## src/rtl/mem_stage_pkg.sv

```systemverilog
// mem_stage_pkg: the shared pipeline definitions used by the MEM stage.
// It holds the zip widths, the load mem_op encodings and the packed struct
// layouts for each zip. Every struct is MSB first, in the same field order
// as the flat zip buses.
package mem_stage_pkg;

    localparam int EX_ZIP_W  = 106;
    localparam int EXC_ZIP_W = 97;
    localparam int WB_ZIP_W  = 103;
    localparam int FWD_ZIP_W = 39;

    // Load width/extension encodings. Values 101-111 behave as ld.w.
    typedef enum logic [2:0] {
        MEM_LD_W  = 3'b000,
        MEM_LD_B  = 3'b001,
        MEM_LD_H  = 3'b010,
        MEM_LD_BU = 3'b011,
        MEM_LD_HU = 3'b100
    } mem_op_e;

    typedef struct packed {
        logic [31:0] pc;
        logic [31:0] ir;
        logic        gr_we;
        logic [4:0]  rf_waddr;
        logic [31:0] alu_result;
        logic        res_from_mem;
        logic [2:0]  mem_op;
    } ex_to_mem_t;

    typedef struct packed {
        logic        csr_re;
        logic        csr_we;
        logic [31:0] csr_wmask;
        logic [31:0] csr_wvalue;
        logic [13:0] csr_num;
        logic        ertn_flush;
        logic        inst_syscall;
        logic [5:0]  ecode;
        logic [8:0]  esubcode;
    } except_t;

    typedef struct packed {
        logic        valid;
        logic [31:0] pc;
        logic [31:0] ir;
        logic        gr_we;
        logic [4:0]  rf_waddr;
        logic [31:0] rf_wdata;
    } mem_to_wb_t;

    typedef struct packed {
        logic        fwd_we;
        logic        fwd_csr;
        logic [4:0]  rf_waddr;
        logic [31:0] fwd_data;
    } mem_fwd_t;

endpackage

```

## src/rtl/mem_stage_load_align.sv

```systemverilog
// load_align: picks the byte or halfword that the low address bits select
// from the SRAM read word, then sign-extends or zero-extends it as mem_op
// asks. The block is purely combinational.
//   rdata   in  32  raw SRAM read data
//   addr    in  2   alu_result[1:0]
//   mem_op  in  3   load encoding (mem_op_e)
//   data    out 32  aligned and extended load result
module load_align
    import mem_stage_pkg::*;
(
    input  logic [31:0] rdata,
    input  logic [1:0]  addr,
    input  logic [2:0]  mem_op,
    output logic [31:0] data
);

    logic [7:0]  byte_sel;
    logic [15:0] half_sel;

    always_comb begin
        byte_sel = rdata[{addr, 3'b000} +: 8];
        half_sel = addr[1] ? rdata[31:16] : rdata[15:0];
        case (mem_op)
            MEM_LD_B:  data = {{24{byte_sel[7]}}, byte_sel};
            MEM_LD_H:  data = {{16{half_sel[15]}}, half_sel};
            MEM_LD_BU: data = {24'd0, byte_sel};
            MEM_LD_HU: data = {16'd0, half_sel};
            default:   data = rdata;   // ld.w and the unused encodings
        endcase
    end

endmodule

```

## src/rtl/mem_stage.sv

```systemverilog
// mem_stage: the single-cycle MEM pipeline stage. It holds one instruction
// from EX, forms the load write-back data, and passes it to WB together
// with the exception payload and the EX/ID bypass information.
//   clk, rst            clock, synchronous active-high reset
//   EX_to_MEM_valid/zip incoming instruction (106 bits)
//   EX_except_zip       incoming exception/CSR payload (97 bits)
//   data_sram_rdata     load data for the instruction now in MEM
//   WB_allowin          WB can accept this cycle
//   wb_flush            exception or ertn flush from WB
//   MEM_allowin         MEM can accept from EX this cycle
//   MEM_to_WB_zip       {valid, pc, IR, gr_we, rf_waddr, rf_wdata}
//   MEM_except_zip      exception payload, zeroed when output is not valid
//   mem_fwd_zip         {fwd_we, fwd_csr, rf_waddr, fwd_data}
//   mem_ex_block        syscall/ertn in MEM; EX must hold back stores
module mem_stage
    import mem_stage_pkg::*;
(
    input  logic                 clk,
    input  logic                 rst,
    input  logic                 EX_to_MEM_valid,
    input  logic [EX_ZIP_W-1:0]  EX_to_MEM_zip,
    input  logic [EXC_ZIP_W-1:0] EX_except_zip,
    input  logic [31:0]          data_sram_rdata,
    input  logic                 WB_allowin,
    input  logic                 wb_flush,
    output logic                 MEM_allowin,
    output logic [WB_ZIP_W-1:0]  MEM_to_WB_zip,
    output logic [EXC_ZIP_W-1:0] MEM_except_zip,
    output logic [FWD_ZIP_W-1:0] mem_fwd_zip,
    output logic                 mem_ex_block
);

    localparam logic MEM_READY_GO = 1'b1;

    logic       valid;
    ex_to_mem_t ex_r;
    except_t    exc_r;
    logic [31:0] load_data;
    logic [31:0] rf_wdata;
    mem_to_wb_t wb_out;
    mem_fwd_t   fwd_out;

    assign MEM_allowin = !valid || (MEM_READY_GO && WB_allowin);

    // A flush clears valid even while WB is stalling.
    always_ff @(posedge clk) begin
        if (rst || wb_flush)
            valid <= 1'b0;
        else if (MEM_allowin)
            valid <= EX_to_MEM_valid;
    end

    // The payload is not reset, because valid qualifies every use of it.
    always_ff @(posedge clk) begin
        if (MEM_allowin && EX_to_MEM_valid) begin
            ex_r  <= EX_to_MEM_zip;
            exc_r <= EX_except_zip;
        end
    end

    load_align u_load_align (
        .rdata  (data_sram_rdata),
        .addr   (ex_r.alu_result[1:0]),
        .mem_op (ex_r.mem_op),
        .data   (load_data)
    );

    assign rf_wdata = ex_r.res_from_mem ? load_data : ex_r.alu_result;

    always_comb begin
        wb_out.valid    = valid && !wb_flush;
        wb_out.pc       = ex_r.pc;
        wb_out.ir       = ex_r.ir;
        wb_out.gr_we    = ex_r.gr_we;
        wb_out.rf_waddr = ex_r.rf_waddr;
        wb_out.rf_wdata = rf_wdata;
    end

    // CSR reads finish in WB, so fwd_csr makes the consumer stall rather
    // than take fwd_data.
    always_comb begin
        fwd_out.fwd_we   = valid && ex_r.gr_we && (ex_r.rf_waddr != 5'd0);
        fwd_out.fwd_csr  = valid && exc_r.csr_re;
        fwd_out.rf_waddr = ex_r.rf_waddr;
        fwd_out.fwd_data = rf_wdata;
    end

    assign MEM_to_WB_zip  = wb_out;
    assign MEM_except_zip = exc_r & {EXC_ZIP_W{wb_out.valid}};
    assign mem_fwd_zip    = fwd_out;
    assign mem_ex_block   = valid && (exc_r.inst_syscall || exc_r.ertn_flush);

endmodule

```

## config.mk

```make
export PLATFORM = sky130hd
export DESIGN_NAME = mem_stage
export DESIGN_NICKNAME = d
export VERILOG_FILES = /design/src/rtl/mem_stage_pkg.sv /design/src/rtl/mem_stage_load_align.sv /design/src/rtl/mem_stage.sv
export SDC_FILE = /design/constraint.sdc
export NUM_CORES = 1
export LEC_CHECK = 0
export ABC_AREA = 1
export CORE_AREA = 2 2 187 189
export DETAILED_ROUTE_END_ITERATION = 7
export DIE_AREA = 0 0 189 191
export PLACE_DENSITY = 0.62
export REMOVE_ABC_BUFFERS = 1
export SYNTH_ARGS = -nofsm -noshare
export SYNTH_HDL_FRONTEND = slang
export SYNTH_SLANG_ARGS = --single-unit
```

## constraint.sdc

```tcl
create_clock -name clk -period 19.1 [get_ports clk]
set_input_delay 3.82 -clock clk [delete_from_list [all_inputs] [get_ports clk]]
set_output_delay 3.82 -clock clk [all_outputs]
set_load 0.01 [all_outputs]
```

-- Yosys cells after proc, flatten, opt, wreduce, memory -nomap -nowiden
Cells that the tools add are included.
W data, S select, Z words.
- eq/ne operators: 4
- shift operators: 1
- multiplexer cells: 3
- bitwise gates (word level): 1
- reduce and logical (&&, ||, !) cells: 12
- operator list (kind ; count):
    $pmux W32 S4 ; 1
    $and A97 B97 Y97 ; 1
    $mux W32 ; 1
    $shiftx A32 B6 Y8 ; 1
    $mux W16 ; 1
    $eq A3 B2 Y1 const B ; 2
    $logic_and A1 B1 Y1 ; 6
    $reduce_bool A5 Y1 ; 1
    $eq A3 B1 Y1 const B ; 1
    $eq A3 B3 Y1 const B ; 1
    $logic_or A1 B1 Y1 ; 3
    $logic_not A1 Y1 ; 2
- bits in registers: 204
- bits of input ports: 240

-- Longest topological paths before layout
Gate-level depths: netlist of run 1.
- depth in word-level cells: 3
- mapped depth: 11
- depth with buffers taken out: 10

-- By module
A second synthesis of run 1 with hierarchy kept.
- cell total of the unflattened synthesis: 844
- area total of the unflattened synthesis: 9122.5 um^2
- modules (own cells, without submodules) (module ; times used ; cells an instance ; area an instance (um^2) ; sequential area each (um^2)):
    mem_stage ; 1 ; 637 ; 8226.6 ; 6115.9
    load_align ; 1 ; 207 ; 895.9 ; 0.0

-- Least setup slack after synthesis of run 1
OpenSTA, ideal clock, no wires.
- kind: in2reg
- from: input EX_to_MEM_valid
- to: register ex_r (netlist bit MEM_to_WB_zip[100]) (enable)
- setup time: 1.079 ns
- arrival time: 18.442 ns
- setup slack: -0.421 ns
- stages: 1
- buffers on the path: 0
- path through: a21boi_0
- longest elaborated chain between the ends: 1
- RTL lines (what ; line ; text):
    from (decl) ; mem_stage.sv:20 ; input logic EX_to_MEM_valid,
    $logic_and A1 B1 Y1 ; mem_stage.sv:55 ; if (MEM_allowin && EX_to_MEM_valid) begin
    to (signal assigned) ; mem_stage.sv:56 ; ex_r <= EX_to_MEM_zip;
    to (decl) ; mem_stage.sv:36 ; ex_to_mem_t ex_r;
Every way passes these cells.
A chain may end at the register's enable or synchronous reset.

-- Final worst setup path of run 1
- from: input wb_flush
- to: output MEM_except_zip[87]
- longest elaborated chain between the ends: 3
- RTL lines (what ; line ; text):
    from (decl) ; mem_stage.sv:25 ; input logic wb_flush,
    $logic_not A1 Y1 ; mem_stage.sv:71 ; wb_out.valid = valid && !wb_flush;
    $logic_and A1 B1 Y1 ; mem_stage.sv:71 ;
    $and A97 B97 Y97 ; mem_stage.sv:89 ; assign MEM_except_zip = exc_r & {EXC_ZIP_W{wb_out.valid}};
    to (decl) ; mem_stage.sv:28 ; output logic [EXC_ZIP_W-1:0] MEM_except_zip,
Every way passes these cells.

==> flow_summary.toml, run 1 <==
[power_and_ir_drop]
power.switching_mw = 0.266
p_int_mw = 0.877
powerDensity_nw_per_um2 = 80.3
vdd_drop_max_mv = 0.0734
p_seq_share_pct = 46.6
p_clk_share_pct = 38.1
power.leakage_nw = 5.68
p_comb_share_pct = 15.4
sw_frac_of_total_pct = 23.3

[timing]
fmax_mhz = 102
holdWs_ns = 0.674
fin_crit_sh_pct = 51.4
fin_ws_ns = 9.28
setup_tns_ns = 0
slew_viol_final = 0
finalCriticalPeriod_ns = 9.82
slew_headroom_pct = 30.0
hold_viol_final = 0
fin_worst_skew_ns = 0.0173
setup_violations = 0
worst_pin_slew_ns = 1.05
rsz0062_at_grt = "false"

[setup_path]
endpoint_kind = "output port"
r2r_cells = 3
rr_startpoint = "valid"
max_stage_delay_ns = 0.58
worstPathMaxFanout = 82
cp-start-kind = "primary input"
cp_slowest_cell = "clkdlybuf4s50_1"
cp_top_family = "buffers and inverters"
crit_arrival_ns = 6.00
cp_num_cells = 6
crit_buf_inv = 4
path_class = "in2out"
required_ns = 15.28
r2r-end = "exc_r[28]"
rrSetupSlack_ns = 15.70
crit_chain = "clkdlybuf4s50_1 -> nor2_1 -> clkinv_2 -> buf_4 -> nor2_1 -> clkdlybuf4s50_1"

[logic_synthesis]
synth.largest_area_cell = "edfxtp_1"
synth_compound_area_share_pct = 1.92
synthArstFlopShare_pct = 0
synth_common_cells = "edfxtp_1, nor2_1, nand2_1"
syn_avg_cell_area_um2 = 10.9
synth-main-ff-cell = "edfxtp_1"
synthTopCellsByArea = "edfxtp_1, buf_4, nor2_1"
synth_simple_gate_area_share_pct = 14.7
synthAdderAreaFrac_pct = 0
ys_seq_elements = 204
synth.most_common_cell = "edfxtp_1"
ys_seq_area_share_pct = 68.0
mappedNetlistArea_um2 = 9000
synth_cell_types = 24
syn_inst = 823
synth-edff-count = 203
synth-xor-area-share_pct = 0
synth_mux_area_share_pct = 0
yosys.area.top_type_share_pct = 67.7
synth_top_family_by_area = "buffers and inverters"
ys_warn_count = 0

[floorplan]
initial_core_util_pct = 26.4
fp.dieW_um = 189
die_h_um = 191
core_um2 = 34100
dieArea_um2 = 36100
io_pins = 481
num_rows = 68

[global_route]
grt_max_degree = 83
grt_overflow_total = 0
grt_pass1_wl_mm = 41.0
antenna_found_initial = 0
grtUsageTotal_pct = 14.9
grt_pass1_vias = 6883

[placed_design]
placement.io_buffers = 480
placed_cell_area_um2 = 13500
place_hpwl_mm = 22.1
place_congestion = 0.913
place_worst_setup_slack_ns = 9.26

[clocking]
cts-hold-fix-buffers = 0
cts_tree = "yes"
ctsResizeCount = 0
cts.clk_slew.worst_paths_ns = 0.05
insertion_delay_ns = 0.52
cts_made_buffers = 25
root_buffer = "clkbuf_16"
cts_buffer_depth = 3
htree_levels = 1
cts_setup_buffers = 0
cts_sinks = 204

[drt]
firstDrtPassIters = 5
ant_nets = 0
avgRoutedWirePerCell_um = 16.9
vias = 6788
drcViolationCount = 0
drt_iter0_markers = 316
detail_route.vias_per_cell = 4.06
drt-total-wl_mm = 28.3

[final_layout]
area_growth_pct = 58.1
drive_gt1_share_pct = 3.86
ff_latch_area_um2 = 6120
stdcell_area_um2 = 14200
diodes = 0
multi_input_area_um2 = 1510
fillers = 3266
final_nets = 1441

[hold_path]
hp-start = "valid"
min_path_type = "reg2reg"
min_to = "valid"
hold_depth = 2

[outcome]
outcome = "finished clean"

[job]
maxCapViolCount = 0
==> flip-flops by register name, indices dropped and copies added (netlist names) <==
name and count:
ex_r 36, MEM_to_WB_zip 70, exc_r 97, valid 1
==> layer usage <==
metal | track usage, % | share of wire (%) | vias up
met4 | 4.24 | 2.5 | 0
met3 | 5.56 | 11 | 46
met2 | 28.1 | 52 | 351
met5 | 0 | 0 | -
met1 | 15.3 | 35 | 3113
li1 | - | - | 3278
==> how the worst max path moves through the flow <==
| stage | from | endpoint | slack (ns) |
|---|---|---|---|
| after floorplan | EX_to_MEM_valid | MEM_to_WB_zip[100] | -0.42 |
| after global placement | wb_flush | MEM_except_zip[9] | 9.26 |
| after detailed placement | wb_flush | MEM_except_zip[87] | 9.26 |
| after CTS | wb_flush | MEM_except_zip[87] | 9.25 |
| after global routing | wb_flush | MEM_except_zip[87] | 9.14 |
| final | wb_flush | MEM_except_zip[87] | 9.28 |
==> power groups by stage <==
stage | Sequential (mW) | Combinational, mW | Clock, mW
3_3_place_gp | 0.541 | 0.176 | 0
3_5_place_dp | 0.542 | 0.177 | 0
4_1_cts | 0.533 | 0.178 | 0.449
5_1_grt | 0.535 | 0.188 | 0.466
2_1_floorplan | 0.560 | 0.0482 | 0
6_report | 0.532 | 0.176 | 0.435
==> worst register-to-register path, stage by stage, from the launching register on <==
cell and delay (ns):
dfxtp_1 0.39, a21boi_4 0.84, buf_4 0.90, buf_4 0.82
==> metrics by stage <==
stage               util (%)  cells  power, mW
floorplan                  -    689      0.608
global route            41.7   1673       1.19
detailed placement      39.5   1629      0.719
CTS                     41.7   1673       1.16
finish                  41.7   1673       1.14
global placement        39.5   1629      0.717
==> cell type report <==
class                      instances  area share [%]
multi-input combinational        365            10.6
inverter                         120            3.17
timing repair buffer             485            34.0
sequential                       204            43.0
clock inverter                    11           0.624
clock buffer                      33            4.61
tap                              455            4.00
==> logic make-up (layout without fill, tap and decap cells) <==
kind of cell    count (synthesis)  count (layout)
simple gates                  335             335
flops                         204             204
buf+inv                       254             649
compound gates                 30              30
==> cell usage in the layout (no fill, tap or decap), types with 7 or more instances in the layout <==
master,Yosys,layout
nand2_1,127,127
edfxtp_1,203,203
inv_1,118,118
clkdlybuf4s50_1,0,480
nor2_1,172,172
nand3_1,28,28
o21ai_0,18,18
clkbuf_16,0,25
clkbuf_1,10,8
a31oi_1,7,7
Note: power is estimated with default switching activity, not from simulation.
==> run 2: changes to the inputs <==
clock period = 8.4 ns   (was 19.1 ns; I/O delays follow)
==> run 2 against run 1 <==
Compared with the run above: combinational power is 130% higher; global-route usage is 0.072 points higher; critical path depth stayed put; sequential power is 130% higher; register-to-register slack worse by 9.1 ns; die area stayed put; via count is 1.1% higher.
==> flow_summary.toml, run 2 (synthesis gave the netlist of run 1 again) <==
[global_route]
grt_pass1_wl_mm = 40.9
grtUsageTotal_pct = 15.0
met2_usage_pct = 27.3
antenna_found_initial = 4
grt_overflow_total = 0
use_met1_pct = 14.8
grt_pass1_vias = 6924
grt_max_degree = 161
top_usage_layer = "met2"
use_met3_pct = 6.70

[hold_path]
min_path_type = "reg2reg"
hold_depth = 2

[final_layout]
stdcell_area_um2 = 14400
instances_no_fill = 1674
fillers = 3235
largest_reg_flops = 97
final_nets = 1440
drive_gt1_share_pct = 4.11
largest_register = "exc_r"
layout_commonest_cell = "clkdlybuf4s50_1"
area_growth_pct = 59.5
final_cell_mix = "clkdlybuf4s50_1, edfxtp_1, nor2_1, nand2_1, inv_1"

[floorplan]
die_h_um = 191
fp.dieW_um = 189
initial_core_util_pct = 26.4
io_pins = 481
num_rows = 68
dieArea_um2 = 36100
core_um2 = 34100

[placed_design]
placement.io_buffers = 480
placed_cell_area_um2 = 13500
dp.cells = 1628
place_congestion = 0.891
place_hpwl_mm = 22.0
place_worst_setup_slack_ns = 2.58

[clocking]
cts_setup_buffers = 0
cts_made_buffers = 25
cts_tree = "yes"
cts_buffer_depth = 3
cts_sinks = 204
ctsResizeCount = 0
cts.clk_slew.worst_paths_ns = 0.06
insertion_delay_ns = 0.52
root_buffer = "clkbuf_16"
cts-hold-fix-buffers = 0
htree_levels = 1

[timing]
worst_pin_slew_ns = 1.04
hold_viol_final = 0
fin_crit_sh_pct = 68.3
finalCriticalPeriod_ns = 5.74
fin_worst_skew_ns = 0.00663
setup_violations = 0
fin_ws_ns = 2.66
slew_headroom_pct = 30.5
rsz0062_at_grt = "false"
fmax_mhz = 174
holdWs_ns = 0.639
slew_viol_final = 0

[setup_path]
worstPathMaxFanout = 60
cp-start-kind = "primary input"
max_stage_delay_ns = 0.55
r2r_cells = 2
cp_slowest_cell = "clkdlybuf4s50_1"
required_ns = 6.72
crit_arrival_ns = 4.06
endpoint_kind = "output port"
crit_chain = "clkdlybuf4s50_1 -> nor2_1 -> clkinv_2 -> buf_4 -> nor2_1 -> clkdlybuf4s50_1"
path_class = "in2out"

[drt]
detail_route.vias_per_cell = 4.10
ant_nets = 0
vias = 6864
drt_iter0_markers = 237
drcViolationCount = 0
firstDrtPassIters = 5
avgRoutedWirePerCell_um = 17.0
drt-total-wl_mm = 28.4

[power_and_ir_drop]
sw_frac_of_total_pct = 22.7
p_clk_share_pct = 41.1
p_int_mw = 2.11
powerDensity_nw_per_um2 = 190
p_seq_share_pct = 44.3
power.switching_mw = 0.619
power.leakage_nw = 5.73
p_comb_share_pct = 14.6
vdd_drop_max_mv = 0.151

[job]
maxCapViolCount = 0

[outcome]
outcome = "finished clean"
run 2: final cells by class:
cell class	instances	area (um2)	area share [%]
clock inverters	18	226	1.58
clock buffers	26	629	4.38
repair buffers	484	4850	33.8
well taps	455	569	3.97
multi-input cells	365	1510	10.5
inverters	120	452	3.15
diodes	2	5.00	0.0349
flip-flops and latches	204	6120	42.6
run 2: metal layers:
| metal | share of wire (%) | vias to the layer above | wire length (um) |
|---|---|---|---|
| met5 | 0.14 | - | 41 |
| met4 | 3.9 | 6 | 1100 |
| met3 | 12 | 61 | 3530 |
| met2 | 51 | 371 | 14500 |
| met1 | 33 | 3150 | 9260 |
| li1 | - | 3276 | - |
run 2: metrics by stage:
stage | total power, mW | util (%) | setup TNS (ns)
3_5_place_dp | 1.64 | 39.5 | 0
4_1_cts | 2.77 | 42.1 | 0
6_report | 2.73 | 42.1 | 0
3_3_place_gp | 1.63 | 39.5 | 0
5_1_grt | 2.85 | 42.1 | 0
2_1_floorplan | 1.38 | - | -1823.23
run 2: final timing paths:
| kind | endpoint | startpoint | slack [ns] |
|---|---|---|---|
| setup / recovery | MEM_except_zip[59] | wb_flush | 2.66 |
| hold / removal | valid | valid | 0.64 |
| setup reg to reg | exc_r[27] | valid | 6.61 |
| hold reg to reg | valid | valid | 0.64 |
run 2: power groups by stage:
stage                     sequential [mW]  clock (mW)  combinational (mW)
after global placement               1.23           0               0.401
after detailed placement             1.23           0               0.404
final                                1.21        1.12               0.400
after floorplan                      1.27           0               0.110
after CTS                            1.21        1.16               0.405
after global routing                 1.22        1.20               0.430
run 2: worst max-delay path, delay by kind of cell:
family | cells | cell delay (ns)
buffers and inverters | 4 | 1.94
and+or+nand+nor | 2 | 0.38
==> run 3: changes to the inputs <==
CORE_AREA = 2 2 188 190   (was 2 2 187 189)
DIE_AREA = 0 0 190 192   (was 0 0 189 191)
PLACE_DENSITY = 0.59   (was 0.62)
clock period = 5.8 ns   (was 8.4 ns; I/O delays follow)
==> run 3 against run 2 <==
Compared with the run above: clock power grew 21%; critical path depth did not move; clock-buffer cell count rose by 3; hold slack improved by 0.061 ns; flip-flop and latch count is the same; routed wire length grew 1.7%; design area fell by 0.71%; combinational power up 46%; register-to-register slack worse by 2.9 ns; largest cell class unchanged; highest routed layer unchanged.
==> flow_summary.toml, run 3 (synthesis gave the netlist of run 1 again) <==
[outcome]
outcome = "finished clean"

[global_route]
grt_max_degree = 61
antenna_found_initial = 3
grt_pass1_wl_mm = 41.5
grt_pass1_vias = 6858
grt_overflow_total = 0
grtUsageTotal_pct = 15.2

[clocking]
htree_levels = 1
insertion_delay_ns = 0.51
cts_buffer_depth = 3
cts-hold-fix-buffers = 0
cts_made_buffers = 24
cts_sinks = 204
cts_tree = "yes"
ctsResizeCount = 0
cts_setup_buffers = 0
root_buffer = "clkbuf_16"
cts.clk_slew.worst_paths_ns = 0.06

[floorplan]
io_pins = 481
dieArea_um2 = 36500
num_rows = 68
die_h_um = 192
core_um2 = 34300
initial_core_util_pct = 26.2
fp.dieW_um = 190

[power_and_ir_drop]
vdd_drop_max_mv = 0.273
power_mw = 3.70
p_int_mw = 2.83
sw_frac_of_total_pct = 23.4
p_seq_share_pct = 47.3
powerDensity_nw_per_um2 = 259
power.leakage_nw = 5.70
power.switching_mw = 0.865
p_clk_share_pct = 36.9
p_comb_share_pct = 15.8

[timing]
worst_pin_slew_ns = 0.949
fin_crit_sh_pct = 78.4
slew_viol_final = 0
rsz0062_at_grt = "false"
setup_violations = 0
hold_viol_final = 0
fin_ws_ns = 1.25
fin_worst_skew_ns = 0.00475
finalCriticalPeriod_ns = 4.55
fmax_mhz = 220
slew_headroom_pct = 36.6

[job]
maxCapViolCount = 0

[placed_design]
place_worst_setup_slack_ns = 1.15
placement.io_buffers = 480
place_hpwl_mm = 22.4
place_congestion = 0.928

[setup_path]
max_stage_delay_ns = 0.57
endpoint_kind = "output port"
required_ns = 4.64
cp_slowest_cell = "clkdlybuf4s50_1"
path_class = "in2out"
worstPathMaxFanout = 60
crit_arrival_ns = 3.39
crit_chain = "clkdlybuf4s50_1 -> nor2_1 -> clkinv_2 -> buf_12 -> nor2_1 -> clkdlybuf4s50_1"
cp-start-kind = "primary input"

[final_layout]
layout_commonest_cell = "clkdlybuf4s50_1"
drive_gt1_share_pct = 3.86
final_cell_mix = "clkdlybuf4s50_1, edfxtp_1, nor2_1, nand2_1, inv_1"
area_growth_pct = 58.4
largest_register = "exc_r"
largest_reg_flops = 97
final_nets = 1442

[drt]
avgRoutedWirePerCell_um = 17.3
detail_route.vias_per_cell = 4.08
drcViolationCount = 0
ant_nets = 0
drt_iter0_markers = 230
drt-total-wl_mm = 28.9
vias = 6822
firstDrtPassIters = 5

[hold_path]
min_path_type = "reg2reg"
[run 3: cell count changes in the layout (fill, tap and decap cells not counted), moves of 3 or more]
cell,change
buf_12,+3
bufinv_16,-5
clkbuf_1,+3
clkinv_2,+4
clkinvlp_4,-3
[run 3: critical path, delay by kind of cell]
kind	cells	cell delay, ns
buffers and inverters	4	1.76
AND/OR/NAND/NOR	2	0.39
[run 3: power groups by stage]
stage	registers (mW)	logic, mW	clock network [mW]
2_1_floorplan	1.84	0.159	0
3_3_place_gp	1.78	0.585	0
3_5_place_dp	1.78	0.590	0
4_1_cts	1.75	0.592	1.41
5_1_grt	1.76	0.628	1.48
6_report	1.75	0.584	1.36
[run 3: cell type report]
class	instances	area [um2]
Fill cell	3252	20000
Sequential cell	204	6120
Timing Repair Buffer	487	4910
Multi-Input combinational cell	365	1510
Clock buffer	29	641
Tap cell	455	569
Inverter	120	452
Clock inverter	12	56.3
Antenna cell	1	2.50
[run 3: stage by stage]
step	instances	instance area, um2	hold WS [ns]	util [%]	setup TNS (ns)
floorplan	689	8060	0.552	-	-2245.47
global placement	1631	13600	0.703	39.5	0
detailed placement	1631	13600	0.696	39.5	0
CTS	1672	14200	0.707	41.6	0
global route	1672	14200	0.759	41.6	0
finish	1673	14300	0.700	41.6	0
[run 3: path summary, 6_finish.rpt]
| check | start | end | slack (ns) | cells after the start |
|---|---|---|---|---|
| min reg2reg | valid | valid | 0.70 | 2 |
| min | valid | valid | 0.70 | 2 |
| max reg2reg | valid | MEM_to_WB_zip[88] | 3.73 | 2 |
| max | wb_flush | MEM_except_zip[80] | 1.25 | 6 |
[run 3: layer usage]
metal	part of all wire (%)	global-route usage, %	wire (um)
met5	0.045	0	13
met4	2.0	4.08	578
met3	11	5.81	3140
met2	53	28.6	15300
met1	34	15.6	9830
